### config.mk
export PLATFORM = sky130hd
export DESIGN_NAME = scl_pattern_gen
export DESIGN_NICKNAME = d
export VERILOG_FILES = /design/src/rtl/scl_pattern_gen.sv
export SDC_FILE = /design/constraint.sdc
export NUM_CORES = 1
export LEC_CHECK = 0
export ABC_CLOCK_PERIOD_IN_PS = 4300
export BUFFER_PORTS_ARGS = -buffer_cell sky130_fd_sc_hd__clkbuf_2
export CORE_MARGIN = 3
export CORE_UTILIZATION = 40
export CTS_CLUSTER_DIAMETER = 80
export CTS_CLUSTER_SIZE = 40
export DETAILED_ROUTE_END_ITERATION = 8
export SYNTH_ARGS = -nofsm -noshare
export SYNTH_HDL_FRONTEND = slang
export SYNTH_SLANG_ARGS = --single-unit
export TNS_END_PERCENT = 30
### constraint.sdc
create_clock -name clk_scl -period 4.3 [get_ports clk_scl]
set_input_delay 0.86 -clock clk_scl [delete_from_list [all_inputs] [get_ports clk_scl]]
set_output_delay 0.86 -clock clk_scl [all_outputs]
set_load 0.1 [all_outputs]
### src/rtl/scl_pattern_gen.sv
// Raster timing and RGB888 test-pattern source for the scaler input port.
// A two-state FSM (IDLE/RUN) walks an h/v counter pair over the full raster;
// every stream output is registered from the counter state, so each output
// slot trails its counter position by one clock. A frame always runs to its
// last slot once started; pattern select and frame-fill value are captured
// only at frame start.
module scl_pattern_gen #(
    parameter int H_ACTIVE = 640,
    parameter int H_FP     = 16,
    parameter int H_SYNC   = 96,
    parameter int H_BP     = 48,
    parameter int V_ACTIVE = 480,
    parameter int V_FP     = 10,
    parameter int V_SYNC   = 2,
    parameter int V_BP     = 33
) (
    input  logic       clk_scl,
    input  logic       rst_n_scl,
    input  logic       pg_enable,
    input  logic [1:0] pg_pattern,
    output logic       scl_i_vsync,
    output logic       scl_i_hsync,
    output logic       scl_i_data_en,
    output logic [7:0] scl_i_data_r,
    output logic [7:0] scl_i_data_g,
    output logic [7:0] scl_i_data_b,
    output logic       pg_busy,
    output logic       pg_frame_done,
    output logic [7:0] pg_frame_cnt
);

    localparam int H_TOTAL = H_ACTIVE + H_FP + H_SYNC + H_BP;
    localparam int V_TOTAL = V_ACTIVE + V_FP + V_SYNC + V_BP;

    // The horizontal counter is at least 8 bits so the ramp can use x[7:0]
    // directly; the vertical counter is at least 4 bits for the checker y[3].
    localparam int HW_RAW = $clog2(H_TOTAL);
    localparam int HW     = (HW_RAW < 8) ? 8 : HW_RAW;
    localparam int VW_RAW = $clog2(V_TOTAL);
    localparam int VW     = (VW_RAW < 4) ? 4 : VW_RAW;

    localparam logic [HW-1:0] H_LAST    = HW'(H_TOTAL - 1);
    localparam logic [HW-1:0] H_ACT_END = HW'(H_ACTIVE);
    localparam logic [HW-1:0] HS_BEG    = HW'(H_ACTIVE + H_FP);
    localparam logic [HW-1:0] HS_END    = HW'(H_ACTIVE + H_FP + H_SYNC);
    localparam logic [VW-1:0] V_LAST    = VW'(V_TOTAL - 1);
    localparam logic [VW-1:0] V_ACT_END = VW'(V_ACTIVE);
    localparam logic [VW-1:0] VS_BEG    = VW'(V_ACTIVE + V_FP);
    localparam logic [VW-1:0] VS_END    = VW'(V_ACTIVE + V_FP + V_SYNC);

    // Width of one colour bar; H_ACTIVE is a multiple of 8, so bars are equal.
    localparam int BAR_W = H_ACTIVE / 8;

    typedef enum logic {
        S_IDLE = 1'b0,
        S_RUN  = 1'b1
    } state_t;

    state_t        r_state;
    state_t        w_state_nxt;
    logic [HW-1:0] r_h;
    logic [HW-1:0] w_h_nxt;
    logic [VW-1:0] r_v;
    logic [VW-1:0] w_v_nxt;
    logic [1:0]    r_pattern;
    logic [1:0]    w_pattern_nxt;
    logic [7:0]    r_fill;
    logic [7:0]    w_fill_nxt;
    logic [7:0]    r_frame_cnt;
    logic [7:0]    w_frame_cnt_nxt;

    logic          w_run;
    logic          w_last;
    logic          w_de;
    logic          w_hs;
    logic          w_vs;
    logic          w_done;
    logic [2:0]    w_bar_idx;
    logic [7:0]    w_r;
    logic [7:0]    w_g;
    logic [7:0]    w_b;

    logic          r_vsync;
    logic          r_hsync;
    logic          r_de;
    logic [7:0]    r_r;
    logic [7:0]    r_g;
    logic [7:0]    r_b;
    logic          r_done;

    assign w_run  = (r_state == S_RUN);
    assign w_last = w_run && (r_h == H_LAST) && (r_v == V_LAST);

    // State, raster counters and per-frame captured settings.
    always_ff @(posedge clk_scl or negedge rst_n_scl) begin
        if (!rst_n_scl) begin
            r_state     <= S_IDLE;
            r_h         <= '0;
            r_v         <= '0;
            r_pattern   <= 2'd0;
            r_fill      <= 8'd0;
            r_frame_cnt <= 8'd0;
        end else begin
            r_state     <= w_state_nxt;
            r_h         <= w_h_nxt;
            r_v         <= w_v_nxt;
            r_pattern   <= w_pattern_nxt;
            r_fill      <= w_fill_nxt;
            r_frame_cnt <= w_frame_cnt_nxt;
        end
    end

    // Next-state logic: start on enable, advance the raster, decide at the last slot.
    always_comb begin
        w_state_nxt     = r_state;
        w_h_nxt         = r_h;
        w_v_nxt         = r_v;
        w_pattern_nxt   = r_pattern;
        w_fill_nxt      = r_fill;
        w_frame_cnt_nxt = r_frame_cnt;
        case (r_state)
            S_IDLE: begin
                w_h_nxt = '0;
                w_v_nxt = '0;
                if (pg_enable) begin
                    w_state_nxt   = S_RUN;
                    w_pattern_nxt = pg_pattern;
                    w_fill_nxt    = r_frame_cnt;
                end else begin
                    w_state_nxt   = S_IDLE;
                end
            end
            S_RUN: begin
                if (w_last) begin
                    // Frame boundary: count it, then either roll straight into
                    // the next frame or stop; counters return to (0,0) either way.
                    w_frame_cnt_nxt = r_frame_cnt + 8'd1;
                    w_h_nxt         = '0;
                    w_v_nxt         = '0;
                    if (pg_enable) begin
                        w_state_nxt   = S_RUN;
                        w_pattern_nxt = pg_pattern;
                        w_fill_nxt    = r_frame_cnt + 8'd1;
                    end else begin
                        w_state_nxt   = S_IDLE;
                    end
                end else if (r_h == H_LAST) begin
                    w_h_nxt = '0;
                    w_v_nxt = r_v + {{(VW-1){1'b0}}, 1'b1};
                end else begin
                    w_h_nxt = r_h + {{(HW-1){1'b0}}, 1'b1};
                end
            end
            default: begin
                w_state_nxt = S_IDLE;
                w_h_nxt     = '0;
                w_v_nxt     = '0;
            end
        endcase
    end

    // Raster qualifiers for the slot the counters currently address.
    always_comb begin
        w_de   = w_run && (r_h < H_ACT_END) && (r_v < V_ACT_END);
        w_hs   = w_run && (r_h >= HS_BEG) && (r_h < HS_END);
        w_vs   = w_run && (r_v >= VS_BEG) && (r_v < VS_END);
        w_done = w_last;
    end

    // Colour-bar index: number of bar boundaries already passed on this line.
    always_comb begin
        w_bar_idx = 3'd0;
        for (int k = 1; k < 8; k++) begin
            if (r_h >= HW'(k * BAR_W)) begin
                w_bar_idx = w_bar_idx + 3'd1;
            end else begin
                w_bar_idx = w_bar_idx;
            end
        end
    end

    // Pixel colour for the selected pattern; black outside the active area.
    always_comb begin
        w_r = 8'h00;
        w_g = 8'h00;
        w_b = 8'h00;
        if (w_de) begin
            case (r_pattern)
                2'd0: begin
                    w_r = {8{~w_bar_idx[1]}};
                    w_g = {8{~w_bar_idx[2]}};
                    w_b = {8{~w_bar_idx[0]}};
                end
                2'd1: begin
                    w_r = r_h[7:0];
                    w_g = r_h[7:0];
                    w_b = r_h[7:0];
                end
                2'd2: begin
                    w_r = {8{r_h[3] ^ r_v[3]}};
                    w_g = {8{r_h[3] ^ r_v[3]}};
                    w_b = {8{r_h[3] ^ r_v[3]}};
                end
                2'd3: begin
                    w_r = r_fill;
                    w_g = ~r_fill;
                    w_b = 8'h00;
                end
                default: begin
                    w_r = 8'h00;
                    w_g = 8'h00;
                    w_b = 8'h00;
                end
            endcase
        end else begin
            w_r = 8'h00;
            w_g = 8'h00;
            w_b = 8'h00;
        end
    end

    // Output stage: one clock behind the counters.
    always_ff @(posedge clk_scl or negedge rst_n_scl) begin
        if (!rst_n_scl) begin
            r_vsync <= 1'b0;
            r_hsync <= 1'b0;
            r_de    <= 1'b0;
            r_r     <= 8'h00;
            r_g     <= 8'h00;
            r_b     <= 8'h00;
            r_done  <= 1'b0;
        end else begin
            r_vsync <= w_vs;
            r_hsync <= w_hs;
            r_de    <= w_de;
            r_r     <= w_r;
            r_g     <= w_g;
            r_b     <= w_b;
            r_done  <= w_done;
        end
    end

    assign scl_i_vsync   = r_vsync;
    assign scl_i_hsync   = r_hsync;
    assign scl_i_data_en = r_de;
    assign scl_i_data_r  = r_r;
    assign scl_i_data_g  = r_g;
    assign scl_i_data_b  = r_b;
    assign pg_busy       = w_run;
    assign pg_frame_done = r_done;
    assign pg_frame_cnt  = r_frame_cnt;

endmodule

# ---- Word level (Yosys, flattened, before mapping)
# Index checks and enable logic that the tools add are counted.
dict set report op_classes {
  addsub 9
  multipliers 0
  div 0
  magnitude_cmp 13
  n_eq_ne 9
  n_shift 0
  n_mux 29
  n_bitwise 6
  reduce_logical 11
}
# operator n
set ops {}
lappend ops {{$pmux W8 S4} 3}
lappend ops {{$mux W8} 6}
lappend ops {{$ge A10 B9 Y1 const B} 4}
lappend ops {{$mux W10} 4}
lappend ops {{$pmux W10 S2} 2}
lappend ops {{$add A10 B1 Y10 const B} 2}
lappend ops {{$eq A10 B10 Y1 const B} 2}
lappend ops {{$ge A10 B10 Y1 const B} 2}
lappend ops {{$ge A10 B8 Y1 const B} 2}
lappend ops {{$lt A10 B10 Y1 const B} 2}
lappend ops {{$lt A10 B9 Y1 const B} 2}
lappend ops {{$mux W3} 6}
lappend ops {{$pmux W8 S2} 1}
lappend ops {{$add A3 B1 Y3 const B} 5}
lappend ops {{$ge A10 B7 Y1 const B} 1}
lappend ops {{$add A8 B1 Y8 const B} 1}
lappend ops {{$logic_and A1 B1 Y1} 8}
lappend ops {{$not A8 Y8} 1}
lappend ops {{$eq A2 B2 Y1 const B} 2}
lappend ops {{$mux W2} 2}
lappend ops {{$ne A2 B2 Y1 const B} 2}
lappend ops {{$not A1 Y1} 4}
lappend ops {{$pmux W2 S2} 1}
lappend ops {{$mux W1} 3}
lappend ops {{9 further kinds} 9}
dict set report word_totals {
  reg_bits 67
  latch_bits 0
  ramBits 0
  rom_bits 0
  in_bits 5
  out_inout_bits 37
  mem_count 0
}

# ---- Depth between registers and ports, before layout
# Gate-level depths: netlist of run 1.
dict set report depth {
  depth_word 17
  mapped_depth 22
  ltp_nobuf 21
}

# ---- Worst setup path before layout of run 1
# OpenSTA, ideal clock, no wires.
dict set report synth_timing {
  path_kind {reg-to-reg}
  from {reg r_h[6]}
  to {reg r_g[0] (netlist: scl_i_data_g[0])}
  setup_ps 134
  arrival_time_ps 3604
  path_slack_ps 562
  stages_incl_launch_ff 21
  path_buffers 1
  cell_sequence {dfrtp_1 buf_2 o21ai_0 and3_1 ha_1 xor2_1 ha_1 xnor2_1 o21ai_0 nand2_1 nor2_1 ha_1 nand2_1 o31ai_1 ha_1 nand2_1 nor2_1 xnor2_1 xnor2_1 mux2i_2 nor2_1}
}
dict set report synth_via {
  elab_chain_cells 17
  elab_cells_between_ends 26
  cone_classes {6 x add/sub; 8 x order compare; 9 x mux; 1 x bitwise; 2 x reduce/logical}
}
# element line_no
set synth_lines {}
lappend synth_lines {{start, declared} 61} ;# logic [HW-1:0] r_h;
lappend synth_lines {{start signal, assigned} 105} ;# r_h <= w_h_nxt;
lappend synth_lines {{$ge A10 B7 Y1} 174} ;# if (r_h >= HW'(k * BAR_W)) begin
lappend synth_lines {{$mux W1} 174}
lappend synth_lines {{$add A1 B1 Y2} 175} ;# w_bar_idx = w_bar_idx + 3'd1;
lappend synth_lines {{$mux W3} 174}
lappend synth_lines {{$add A3 B1 Y3} 175}
lappend synth_lines {{$mux W3} 174}
lappend synth_lines {{$add A3 B1 Y3} 175}
lappend synth_lines {{$mux W3} 174}
lappend synth_lines {{[... 2 more ...]} -}
lappend synth_lines {{$add A3 B1 Y3} 175}
lappend synth_lines {{$mux W3} 174}
lappend synth_lines {{$add A3 B1 Y3} 175}
lappend synth_lines {{$mux W3} 174}
lappend synth_lines {{$not A1 Y1} 191} ;# w_g = {8{~w_bar_idx[2]}};
lappend synth_lines {{$pmux W8 S4} 188} ;# case (r_pattern)
lappend synth_lines {{$mux W8 *} 187} ;# if (w_de) begin
lappend synth_lines {{net w_g[0]} 80} ;# logic [7:0] w_g;
lappend synth_lines {{end signal, assigned} 237} ;# r_g <= w_g;
lappend synth_lines {{end, declared} 87} ;# logic [7:0] r_g;
# Mark *: on every way through the listed nets, which the timed path passes. The rest lies on a longest branch.
# A chain may end at the register's enable or synchronous reset.

# ---- Worst setup path after layout of run 1
dict set report layout_timing {
  from {reg r_h[9]}
  to {reg r_g[4] (netlist: scl_i_data_g[4])}
}
# The elaborated chain is that of the path after synthesis.

==> results of run 1 <==
## registers in the layout (all words and copies together), names as in the netlist, 2 cells and up
name	flops
scl_i_data_g	8
r_v	10
r_fill	8
scl_i_data_b	8
scl_i_data_r	8
r_pattern	2
pg_frame_cnt	8
r_h	10
## layout make-up
type / count / area (sq um) / share of cell area [%]
Clock buffer: 9 / 124 / 2.89
Inverter: 14 / 52.6 / 1.22
Multi-Input combinational cell: 313 / 1920 / 44.8
Clock inverter: 7 / 91.3 / 2.13
Tap cell: 108 / 135 / 3.15
Timing Repair Buffer: 52 / 288 / 6.71
Sequential cell: 67 / 1680 / 39.1
## metal layers
layer	up-vias	wire length (microns)	part of all wire [%]
met3	7	338	4.1
met1	1414	3970	49
li1	1472	-	-
met5	-	0	0
met2	57	3810	47
met4	0	70	0.85
## cells by family after synthesis
group / after synthesis / share of synthesized area [%]
AND/OR/NAND/NOR: 187 / 24.1
AO/OA/AOI/OAI: 72 / 11.9
flip-flops: 67 / 44.6
buffers and inverters: 38 / 4.86
XOR/XNOR: 35 / 8.52
adder cells (fa/ha/maj): 12 / 3.99
multiplexers: 7 / 2.06
## cell usage after synthesis (all sizes together) (3+ instances only)
cell	number	share of area, %
and2	5	0.83
nand3	6	0.80
nor2b	4	0.67
mux2	3	0.90
nor3	6	0.80
mux2i	4	1.2
dfrtp	67	45
nand2	43	4.3
o31ai	3	0.60
inv	14	1.4
o21ai	21	2.9
buf	14	2.5
a21oi	36	5.0
nor4b	3	0.87
and3	11	1.9
nand2b	12	2.0
xor2	16	3.7
clkbuf	10	1.0
nor2	78	8.0
nand4	5	1.2
nor4	3	0.50
xnor2	18	4.2
ha	12	4.0
## what timing repair did
action	4_1_cts	5_1_grt
buffers inserted	0	0
setup endpoints to repair	0	8
hold buffers	0	0
gates resized for setup	0	3
## final timing paths
check	end	cells after the start	slack [ns]	start
worst max-delay path	scl_i_data_g[4]	19	0.44	r_h[9]
worst min-delay path	r_v[8]	1	0.51	r_v[8]
worst max register to register	scl_i_data_g[4]	19	0.44	r_h[9]
worst min register to register	r_v[8]	1	0.51	r_v[8]
max in group asynchronous	pg_frame_cnt[2]	2	2.81	rst_n_scl
min in group asynchronous	scl_i_data_g[6]	1	0.58	rst_n_scl
## stage by stage
step / hold WS (ns) / total power [mW] / instances
final: 0.505 / 1.22 / 570
after floorplan: 0.463 / 0.642 / 418
after detailed placement: 0.496 / 0.658 / 554
after global placement: 0.491 / 0.658 / 554
after global routing: 0.539 / 1.26 / 570
after CTS: 0.510 / 1.23 / 570
## power groups by stage
stage / combinational, mW / clock, mW / sequential (mW)
4_1_cts: 0.0160 / 0.587 / 0.630
6_report: 0.0145 / 0.573 / 0.630
3_5_place_dp: 0.0160 / 0 / 0.642
5_1_grt: 0.0173 / 0.615 / 0.629
2_1_floorplan: 0.0000259 / 0 / 0.642
3_3_place_gp: 0.0156 / 0 / 0.642
## cells in the final DEF (no fill, tap or decap), types with 4 or more instances in the layout
master / count
a21oi_1: 34
and2_1: 5
and3_1: 10
buf_4: 11
clkbuf_2: 40
clkbuf_8: 9
dfrtp_1: 67
ha_1: 12
inv_1: 14
nand2_1: 43
nand2b_1: 12
nand3_1: 6
nor2_1: 75
nor2b_1: 4
nor3_1: 6
o21ai_0: 20
xnor2_1: 16
xor2_1: 16
==> reports/results.txt, run 1 <==
Status = completed
Switch Pwr = 261 uW
Most Frequent Cell on Critical Path = ha_1
Met3 usage in global routing = 4.80%
HP Class = register to register
Dpl cell area = 0.00405 sq mm
Share of cells above drive strength 1 = 19.5%
Most Crowded Layer GR = met2
TritonCTS clock tree = yes
Met2 GRT Util = 24.5%
Final instance area = 0.00429 sq mm
Post-place setup slack = 0.351 ns
Fmax = 259 MHz
Buf/Inv on CP = 0
Seq/Total Area, Yosys = 44.6%
Synthesized area per cell = 8.99 sq um
Clock-pin slew on the worst setup and hold paths = 0.07 ns
Total negative setup slack = 0 ns
Vias in the first global route = 2737
CP top delay family = adder cells
EDFF count, synth = 0
Setup-failing EPs final = 0
Max clock buf depth = 2
Syn nets = 435
Clock Sinks = 67
DP HPWL = 5740 microns
Initial Util = 42.1%
Startpoint types = register
RSZ-0062 raised after global routing = false
Main synth FF type = dfrtp_1
Synthesized instance count = 418
Share of async-settable or async-resettable flops after synthesis = 100%
Io pins = 42
IO buf count = 41
Largest net degree at the start of global routing = 35
Final Wtd Congestion = 0.813
Antenna violations before repair = 0
Worst vdd rail ir drop = 0.182 mV
Total Wirelength = 8190 microns
CP Data Arrival Time = 4.09 ns
GR Layer Usage met1 = 23.1%
Clock power share = 47.1%
Setup CP Type = register to register
Via density = 5.18
Post-synthesis register bit count = 67
Nets@finish = 474
Filler cell count = 840
P_leak = 1.97 nW
Worst setup margin = 0.437 ns
Via count = 2950
Core ar. = 0.00893 sq mm
Worst path cell trace = nor2_2 > and3_1 > ha_1 > xor2_1 > ha_1 > xnor2_1 > o21ai_0 > nand2_1 > nor2_1 > ha_1 > nand2_1 > o31ai_1 > ha_1 > nand2_1 > nor2_1 > xnor2_2 > xnor2_2 > mux2i_4 > nor2_1
Clock Latency Late Sink = 0.35 ns
Combinational share of power = 1.2%
Min Clock Period, post-route = 3.86 ns
Slew headroom = 40.4%
Syn-to-layout area delta = 14.1%
Post-Route Utilization = 48.0%
Routed Antenna Nets = 0
Worst-path maximum fanout = 8
H-tree levels = 3
Residual DRC = 0
Mapped Area = 0.00376 sq mm
Root buf cell = clkbuf_8
Wirelength per Cell = 14.4 microns
Max Cap Viol = 0
Die Y = 103 microns
Die footprint = 0.0106 sq mm
Worst Setup End Kind = register
Drt first pass iters = 4
First-pass GRT wire length = 13400 microns
Tcrit/Tclk final = 89.8%
Total global-route track usage = 16.3%
Slowest stage delay, CP = 0.39 ns
FP Rows = 34
Slew Limit Fails = 0
Sw frac = 21.4%
DIE WIDTH = 103 microns
Synth Warn # = 0
Synth unique cells = 53
Flop pwr share = 51.7%
Antenna Cells = 0
GR Overflow Total = 0
Fin. Hold Viols = 0
Pint = 957 uW
Initial drt markers = 196
Final setup skew = 0.0117 ns
P per Cell Area = 284 mW/mm^2
Crit-path slowest cell = dfrtp_1
Worst Tran Pin Value = 0.894 ns
Required @ worst endpoint = 4.53 ns
CTS buffer count = 9
Note: power is estimated with default switching activity, not from simulation.
==> run 2, diff against run 1 <==
--- a/config.mk
+++ b/config.mk
@@ -5,7 +5,7 @@
 export SDC_FILE = /design/constraint.sdc
 export NUM_CORES = 1
 export LEC_CHECK = 0
-export ABC_CLOCK_PERIOD_IN_PS = 4300
+export ABC_CLOCK_PERIOD_IN_PS = 4610
 export BUFFER_PORTS_ARGS = -buffer_cell sky130_fd_sc_hd__clkbuf_2
 export CORE_MARGIN = 3
 export CORE_UTILIZATION = 40
==> constraint.sdc (replaced) <==
create_clock -name clk_scl -period 4.61 [get_ports clk_scl]
set_input_delay 0.922 -clock clk_scl [delete_from_list [all_inputs] [get_ports clk_scl]]
set_output_delay 0.922 -clock clk_scl [all_outputs]
set_load 0.1 [all_outputs]
==> reports/results.txt, run 2 (synthesis results as in run 1) <==
Root buf cell = clkbuf_8
Share of cells above drive strength 1 = 17.4% (-2.0 points)
Syn-to-layout area delta = 12.2%
Antenna violations before repair = 0 (unchanged)
DIE WIDTH = 103 microns (unchanged)
Antenna Cells = 0 (unchanged)
Final hold slack = 0.509 ns (+0.00416 ns)
Worst vdd rail ir drop = 0.164 mV (-10%)
Vias in the first global route = 2702 (-1.3%)
Total negative setup slack = 0 ns (unchanged)
Drt first pass iters = 5 (+1)
Clock Sinks = 67 (unchanged)
FP Rows = 34 (unchanged)
IO buf count = 41 (unchanged)
Initial Util = 42.1% (unchanged)
Core ar. = 0.00893 sq mm (unchanged)
Clock-pin slew on the worst setup and hold paths = 0.08 ns (about the same)
Clock Latency Late Sink = 0.34 ns (about the same)
Slew Limit Fails = 0 (unchanged)
TritonCTS clock tree = yes
Wirelength per Cell = 14.2 microns (-1.3%)
Total global-route track usage = 16.2% (-0.076 points)
HP Class = register to register
Status = completed
Filler cell count = 897 (+6.8%)
P per Cell Area = 266 mW/mm^2 (-6.1%)
Total Wirelength = 7950 microns (-2.9%)
Max clock buf depth = 2 (unchanged)
Via count = 2903 (-1.6%)
Post-CTS Hold Fix Bufs = 0 (unchanged)
Routed Antenna Nets = 0 (unchanged)
Worst-path maximum fanout = 13 (+5)
Die Y = 103 microns (unchanged)
Initial drt markers = 116 (-41%)
Worst Tran Pin Value = 0.869 ns (-0.0252 ns)
Min Clock Period, post-route = 4.20 ns (+0.337 ns)
H-tree levels = 3 (unchanged)
Tcrit/Tclk final = 91.1% (+1.3 points)
P_leak = 1.93 nW (-2.3%)
GR Layer Usage met1 = 22.7% (-0.39 points)
Final setup skew = 0.0103 ns (-0.00146 ns)
Required @ worst endpoint = 4.82 ns (+0.29 ns)
Largest registers = r_h: 10 flops, r_v: 10 flops
CTS buffer count = 9 (unchanged)
Met2 GRT Util = 24.4% (-0.099 points)
Via density = 5.17 (about the same)
GR Overflow Total = 0 (unchanged)
RSZ-0062 raised after global routing = false
Register Area = 0.00168 sq mm (about the same)
CP Data Arrival Time = 4.41 ns (+0.32 ns)
Slew headroom = 42.1% (+1.7 points)
Io pins = 42 (unchanged)
Die footprint = 0.0106 sq mm (unchanged)
Most common cell after layout, fill and taps aside = nor2_1
Max Cap Viol = 0 (unchanged)
First-pass GRT wire length = 13300 microns (-1.3%)
Nets@finish = 466 (-1.7%)
Most Crowded Layer GR = met2
Multi-input gate area = 0.00191 sq mm (-0.52%)
Commonest non-fill, non-tap cells in the layout = nor2_1, dfrtp_1, nand2_1
Post CTS Setup Buffer Count = 0 (unchanged)
Fin. Hold Viols = 0 (unchanged)
Met3 usage in global routing = 4.13% (-0.68 points)
Startpoint types = register
Setup CP Type = register to register
Fmax = 238 MHz (-8.0%)
Worst Setup End Kind = register
Setup-failing EPs final = 0 (unchanged)
Final Wtd Congestion = 0.839 (+3.2%)
Largest net degree at the start of global routing = 35 (unchanged)
DP HPWL = 5720 microns (-0.35%)
Residual DRC = 0 (unchanged)
-- run 2: cell types whose count changed in the layout (fill, tap and decap cells not counted), sizes merged --
cell	previous run	this run
clkinv	3	0
bufinv	2	1
buf	12	4
clkinvlp	1	0
clkbuf	49	54
inv	15	14
-- run 2: per-stage QoR --
stage	instance area [sq um]	utilization [%]	cells	total power, mW	setup WS (ns)
4_1_cts	4210	47.1	561	1.14	0.362
6_report	4220	47.2	561	1.12	0.410
3_5_place_dp	3990	44.7	546	0.614	0.376
2_1_floorplan	3760	-	418	0.599	0.872
3_3_place_gp	3990	44.7	546	0.613	0.583
5_1_grt	4220	47.2	561	1.16	0.0574
-- run 2: layer usage --
metal,vias up,part of all wire [%]
met1,1375,48
met4,0,1.9
met3,14,5.0
met5,-,0
met2,67,45
li1,1447,-
-- run 2: final timing paths --
check                               start              end  slack, ns  depth (start not counted)
worst max-delay path               r_h[6]  scl_i_data_g[1]       0.41                         19
worst min-delay path               r_v[8]           r_v[8]       0.51                          1
worst max register to register     r_h[6]  scl_i_data_g[1]       0.41                         19
worst min register to register     r_v[8]           r_v[8]       0.51                          1
max in group asynchronous       rst_n_scl           r_h[7]       2.99                          2
min in group asynchronous       rst_n_scl    scl_i_data_en       0.65                          1
-- run 2: final cells by class --
class | count | share of cell area (%)
inverter | 14 | 1.25
multi-input combinational | 313 | 45.4
timing repair buffer | 44 | 5.40
sequential | 67 | 39.8
clock buffer | 14 | 4.33
tap | 108 | 3.20
clock inverter | 1 | 0.712
-- run 2: repair_timing --
item / in CTS / in global routing
hold endpoints to repair: 0 / 0
setup endpoints to repair: 0 / 8
gates resized for setup: 0 / 3
-- run 2: power breakdown --
group	switching [mW]	total (mW)	internal, mW
combinational	0.0120	0.0137	0.00176
clock	0.216	0.522	0.307
sequential	0	0.588	0.588
-- run 2: worst max-delay path: stages (launching register included) --
cell and delay [ns]:
dfrtp_1 0.59, o21ai_0 0.15, and3_1 0.24, ha_1 0.39
xor2_1 0.26, ha_1 0.28, xnor2_1 0.15, o21ai_0 0.13
nand2_1 0.11, nor2_1 0.05, ha_1 0.30, nand2_1 0.08
o31ai_1 0.08, ha_1 0.20, nand2_1 0.06, nor2_1 0.06
xnor2_1 0.16, xnor2_1 0.30, mux2i_4 0.39, nor2_1 0.09
